**config.mk**
```make
export PLATFORM = sky130hd
export DESIGN_NAME = branch_resolve_predict
export DESIGN_NICKNAME = d
export VERILOG_FILES = /design/src/rtl/branch_resolve_predict.sv
export SDC_FILE = /design/constraint.sdc
export NUM_CORES = 1
export LEC_CHECK = 0
export CORE_AREA = 2 2 120 122
export CTS_CLUSTER_DIAMETER = 60
export DETAILED_ROUTE_END_ITERATION = 8
export DIE_AREA = 0 0 122 124
export HOLD_SLACK_MARGIN = 0.1
export PLACE_DENSITY_LB_ADDON = 0.05
export SYNTH_ARGS = -nofsm -noshare
export SYNTH_HDL_FRONTEND = slang
export SYNTH_SLANG_ARGS = --single-unit
```
**constraint.sdc**
```tcl
create_clock -name clk -period 5.4 [get_ports clk]
set_input_delay 0.54 -clock clk [delete_from_list [all_inputs] [get_ports clk]]
set_output_delay 0.54 -clock clk [all_outputs]
set_load 0.005 [all_outputs]
```
**src/rtl/branch_resolve_predict.sv**
```systemverilog
// Branch resolution unit with a BHT of 2-bit saturating counters: ID-side prediction, EX-side resolution and training.
// Optional macro PERF_CNT_EN enables the branch/mispredict performance counters.
module branch_resolve_predict #(
   parameter int XLEN        = 32,
   parameter int BHT_ENTRIES = 64,
   parameter int INDEX_LSB   = 2
) (
   input  logic            clk,
   input  logic            rst,
   input  logic [XLEN-1:0] id_pc,
   output logic            id_pred_taken,
   input  logic            ex_valid,
   input  logic [XLEN-1:0] ex_pc,
   input  logic            ex_branch,
   input  logic            ex_jump,
   input  logic            ex_jalr,
   input  logic [2:0]      ex_branch_type,
   input  logic            ex_zero,
   input  logic            ex_slt,
   input  logic            ex_sltu,
   input  logic            ex_pred_taken,
   output logic [1:0]      pc_src,
   output logic            flush,
   output logic [31:0]     branch_count,
   output logic [31:0]     mispredict_count
);

   localparam int IDX_W = $clog2(BHT_ENTRIES);

   logic [1:0]       bht_q [BHT_ENTRIES];
   logic [1:0]       bht_d [BHT_ENTRIES];
   logic [IDX_W-1:0] id_idx;
   logic [IDX_W-1:0] ex_idx;
   logic             taken;
   logic             train;
   logic             unused_pc_bits;

   assign id_idx         = id_pc[INDEX_LSB +: IDX_W];
   assign ex_idx         = ex_pc[INDEX_LSB +: IDX_W];
   assign unused_pc_bits = ^{id_pc, ex_pc};
   // No bypass: a same-cycle lookup sees the counter before this edge's update.
   assign id_pred_taken  = bht_q[id_idx][1];

   // A jump flag in the same instruction suppresses training.
   assign train = ex_valid & ex_branch & ~ex_jump & ~ex_jalr;

   always_comb begin
      taken = 1'b0;
      case (ex_branch_type)
         3'b000:  taken = ex_zero;
         3'b001:  taken = ~ex_zero;
         3'b100:  taken = ex_slt;
         3'b101:  taken = ~ex_slt;
         3'b110:  taken = ex_sltu;
         3'b111:  taken = ~ex_sltu;
         default: taken = 1'b0;
      endcase
   end

   always_comb begin
      pc_src = 2'b00;
      flush  = 1'b0;
      if (ex_valid) begin
         if (ex_jalr) begin
            pc_src = 2'b10;
            flush  = 1'b1;
         end else if (ex_jump) begin
            pc_src = 2'b01;
            flush  = 1'b1;
         end else if (ex_branch && taken && !ex_pred_taken) begin
            pc_src = 2'b01;
            flush  = 1'b1;
         end else if (ex_branch && !taken && ex_pred_taken) begin
            pc_src = 2'b11;
            flush  = 1'b1;
         end
      end
   end

   always_comb begin
      bht_d = bht_q;
      if (train) begin
         if (taken && bht_q[ex_idx] != 2'b11) begin
            bht_d[ex_idx] = bht_q[ex_idx] + 2'b01;
         end else if (!taken && bht_q[ex_idx] != 2'b00) begin
            bht_d[ex_idx] = bht_q[ex_idx] - 2'b01;
         end
      end
   end

   // Counters reset to weakly not-taken.
   always_ff @(posedge clk) begin
      if (!rst) begin
         for (int i = 0; i < BHT_ENTRIES; i++) begin
            bht_q[i] <= 2'b01;
         end
      end else begin
         bht_q <= bht_d;
      end
   end

`ifdef PERF_CNT_EN
   logic [31:0] branch_count_q;
   logic [31:0] branch_count_d;
   logic [31:0] mispredict_count_q;
   logic [31:0] mispredict_count_d;
   logic        mispredict;

   // Only conditional-branch flushes count as mispredictions.
   assign mispredict = train & (taken ^ ex_pred_taken);

   always_comb begin
      branch_count_d     = branch_count_q + {31'd0, train};
      mispredict_count_d = mispredict_count_q + {31'd0, mispredict};
   end

   always_ff @(posedge clk) begin
      if (!rst) begin
         branch_count_q     <= '0;
         mispredict_count_q <= '0;
      end else begin
         branch_count_q     <= branch_count_d;
         mispredict_count_q <= mispredict_count_d;
      end
   end

   assign branch_count     = branch_count_q;
   assign mispredict_count = mispredict_count_q;
`else
   assign branch_count     = '0;
   assign mispredict_count = '0;
`endif

endmodule

```
==> key figures <==
Clocking
  • Clk_lat worst skew: 0.43 ns
  • Worst-case clock buffer depth: 2
  • CTS root buf: clkbuf_16
  • Post-CTS sizing: 0
  • Hold buffers post-CTS: 0
  • H-tree Lvls: 4
  • Num CTS Buffers: 17
  • Clk sink count: 128
  • Reg clk slew, reported paths: 0.05 ns
  • Setup Fix Bufs, Post-CTS: 0
  • CTS tree: yes

Critical path
  • CP most frequent cell: nand3_1
  • Maximum fanout along the worst path: 47
  • CP max stage delay: 0.78 ns
  • WP data required: 5.75 ns
  • Worst path arrival time: 4.69 ns
  • Worst Setup End Kind: register
  • Crit path buf inv count: 2
  • Worst setup path class: in -> reg
  • Flop2flop setup slack: 1.61 ns
  • CP max stage cell: xnor2_2
  • Delay-heaviest family, CP: simple AND/OR/NAND/NOR gates
  • Worst path cell trace: buf_2 > nand2b_1 > nor2_1 > a221o_1 > o21ai_1 > nand3_1 > or4_1 > ha_1 > xnor2_2 > buf_12 > nand3_1 > a21oi_1
  • CP startpoint kind: input port

Detailed routing
  • Via count: 6344
  • DRC: 0
  • Final ANT Viol Nets: 0
  • Drt via density: 6.31
  • First DRT Iteration DRCs: 559
  • Post-DR wirelength/cell: 21.7 um
  • WL final: 21900 um
  • Drt first pass iters: 5

Yosys
  • Synthesized cell area: 7760 sq um
  • EDFF count, synth: 0
  • Synth area leaders: dfxtp_1, mux2i_1, mux4_2
  • Synth top cells by count: dfxtp_1, mux2i_1, nor2_1, buf_4, nor3_1
  • Synth async-reset ratio: 0%
  • Mean area per synthesized cell: 9.42 sq um
  • Yosys cell types: 62
  • Post-synthesis sequential area ratio: 33.0%
  • Synth Flop Type: dfxtp_1
  • Post-synth top area share: 33.0%
  • Register bit total from synthesis: 128
  • Cell taking the most area after synthesis: dfxtp_1
  • Gate Count Post-Synth: 823
  • Synth Warn #: 0
  • Most common cell in the netlist: dfxtp_1

STA
  • Setup TNS: 0 ns
  • Layout Skew: 0.00897 ns
  • Max Fclk: 230 MHz
  • Slew headroom: 32.3%
  • Worst hold slack: 0.506 ns
  • Final Hold Fails: 0
  • Slew Limit Fails: 0
  • Final Cycle Share: 80.4%
  • Endpoints failing setup: 0
  • RSZ-0062 raised after global routing: false
  • Min Tclk post-route: 4.34 ns
  • Worst slew pin tran: 1.01 ns

Die
  • Io pins: 145
  • Core Footprint: 13700 sq um
  • Die H: 124 um
  • # rows: 43
  • Starting Density: 56.5%
  • Die X-Extent: 122 um
  • Die ar.: 15100 sq um

Placement
  • GPL Wtd Cong: 0.958
  • PortBufs: 28
  • Post-DP HPWL: 14400 um

Global routing
  • GR Layer Usage met1: 37.7%
  • GR Overflow Total: 0
  • Tot GR Track Use: 29.6%
  • Initial antenna violation count: 0
  • Met2 Resource Use GR: 48.8%
  • First-pass GRT wire length: 33700 um
  • Largest net degree at the start of global routing: 68
  • Vias in the first global route: 6036
  • Grt peak-use layer: met2
  • Met3 Use GR: 8.06%

Outcome
  • Status: finished clean

Layout
  • Share of cells above drive strength 1: 17.4%
  • Ant diodes: 0
  • Area growth syn-to-layout: 8.74%
  • Nets: 894

Hold path
  • Hold Path Class: reg -> reg

Power and ir drop
  • Power per cell area: 280 nW/um^2
  • Worst IR Drop VDD: 0.213 mV
  • Pleak: 2.81 nW

Flow run
  • Maximum Capacitance Violations: 0
-- placed cells by master (no fill, tap or decap), drive strengths merged, types with 3 or more instances in the layout --
master	count
a21boi	11
a21oi	27
nor4b	5
mux2	15
buf	26
o22ai	6
a21bo	3
nand2b	7
a211oi	16
nor4	45
inv	7
bufinv	3
and3	13
nor3	58
or3	4
a31oi	38
clkdlybuf4s50	25
a22oi	7
nor3b	5
o221ai	6
clkbuf	24
mux2i	77
a22o	4
mux4	28
and2	7
nand3	17
dfxtp	128
nand2	21
nor2	77
o21ai	8
xor2	4
clkinv	3
nor2b	4
o21a	9
conb	64
-- cells by family after synthesis --
| family | count (synthesis) | synth area share [%] |
|---|---|---|
| muxes | 120 | 20.4 |
| other | 1 | 0.0483 |
| AOI/OAI and AO/OA | 148 | 13.0 |
| buffers and inverters | 149 | 11.6 |
| and+or+nand+nor | 270 | 21.1 |
| xor gates and xnor gates | 5 | 0.565 |
| adders and majority gates | 2 | 0.323 |
| DFF | 128 | 33.0 |
-- stage by stage --
step                      utilization (%)  power, mW  worst slack [ns]  cells  cell area, sq um
after global placement               57.3       1.22             0.699    976              7860
final                                61.5       2.36              1.06   1006              8430
after global routing                 61.5       2.42             0.837   1006              8430
after CTS                            61.5       2.37              1.08   1006              8430
after floorplan                         -       1.16              1.61    886              7990
after detailed placement             57.3       1.22             0.661    976              7860
-- power by group --
part / internal [mW] / total (mW) / switching, mW
registers: 0.946 / 0.946 / 0.000594
clock network: 0.743 / 1.16 / 0.413
logic: 0.0744 / 0.259 / 0.184
total: 1.76 / 2.36 / 0.598
-- layout make-up --
cell class	count	area, sq um
clock buffer	24	472
tap	180	225
multi-input combinational	609	4570
clock inverter	6	108
inverter	8	31.3
fill	1173	5290
timing repair buffer	51	463
sequential	128	2560
-- worst min-delay path, cell delays in order, from the launching register on --
cell and delay, ns:
dfxtp_1 0.32, nor3_1 0.05, a21oi_1 0.10
-- path summary, 6_finish.rpt --
path	start	to	cells past startpoint
max	ex_pc[4]	bht_q[85]$_SDFFE_PN0P_	12
min	register	register	2
max reg2reg	bht_q[35]$_SDFFE_PN0P_	bht_q[85]$_SDFFE_PN0P_	11
min reg2reg	register	register	2
-- metal layers --
layer | wire [um] | part of all wire, % | up-vias
li1 | - | - | 2917
met1 | 8960 | 41 | 3089
met2 | 10600 | 49 | 292
met3 | 1840 | 8.4 | 46
met4 | 427 | 2.0 | 0
met5 | 0 | 0 | -
(Power assumes the default switching activity.)
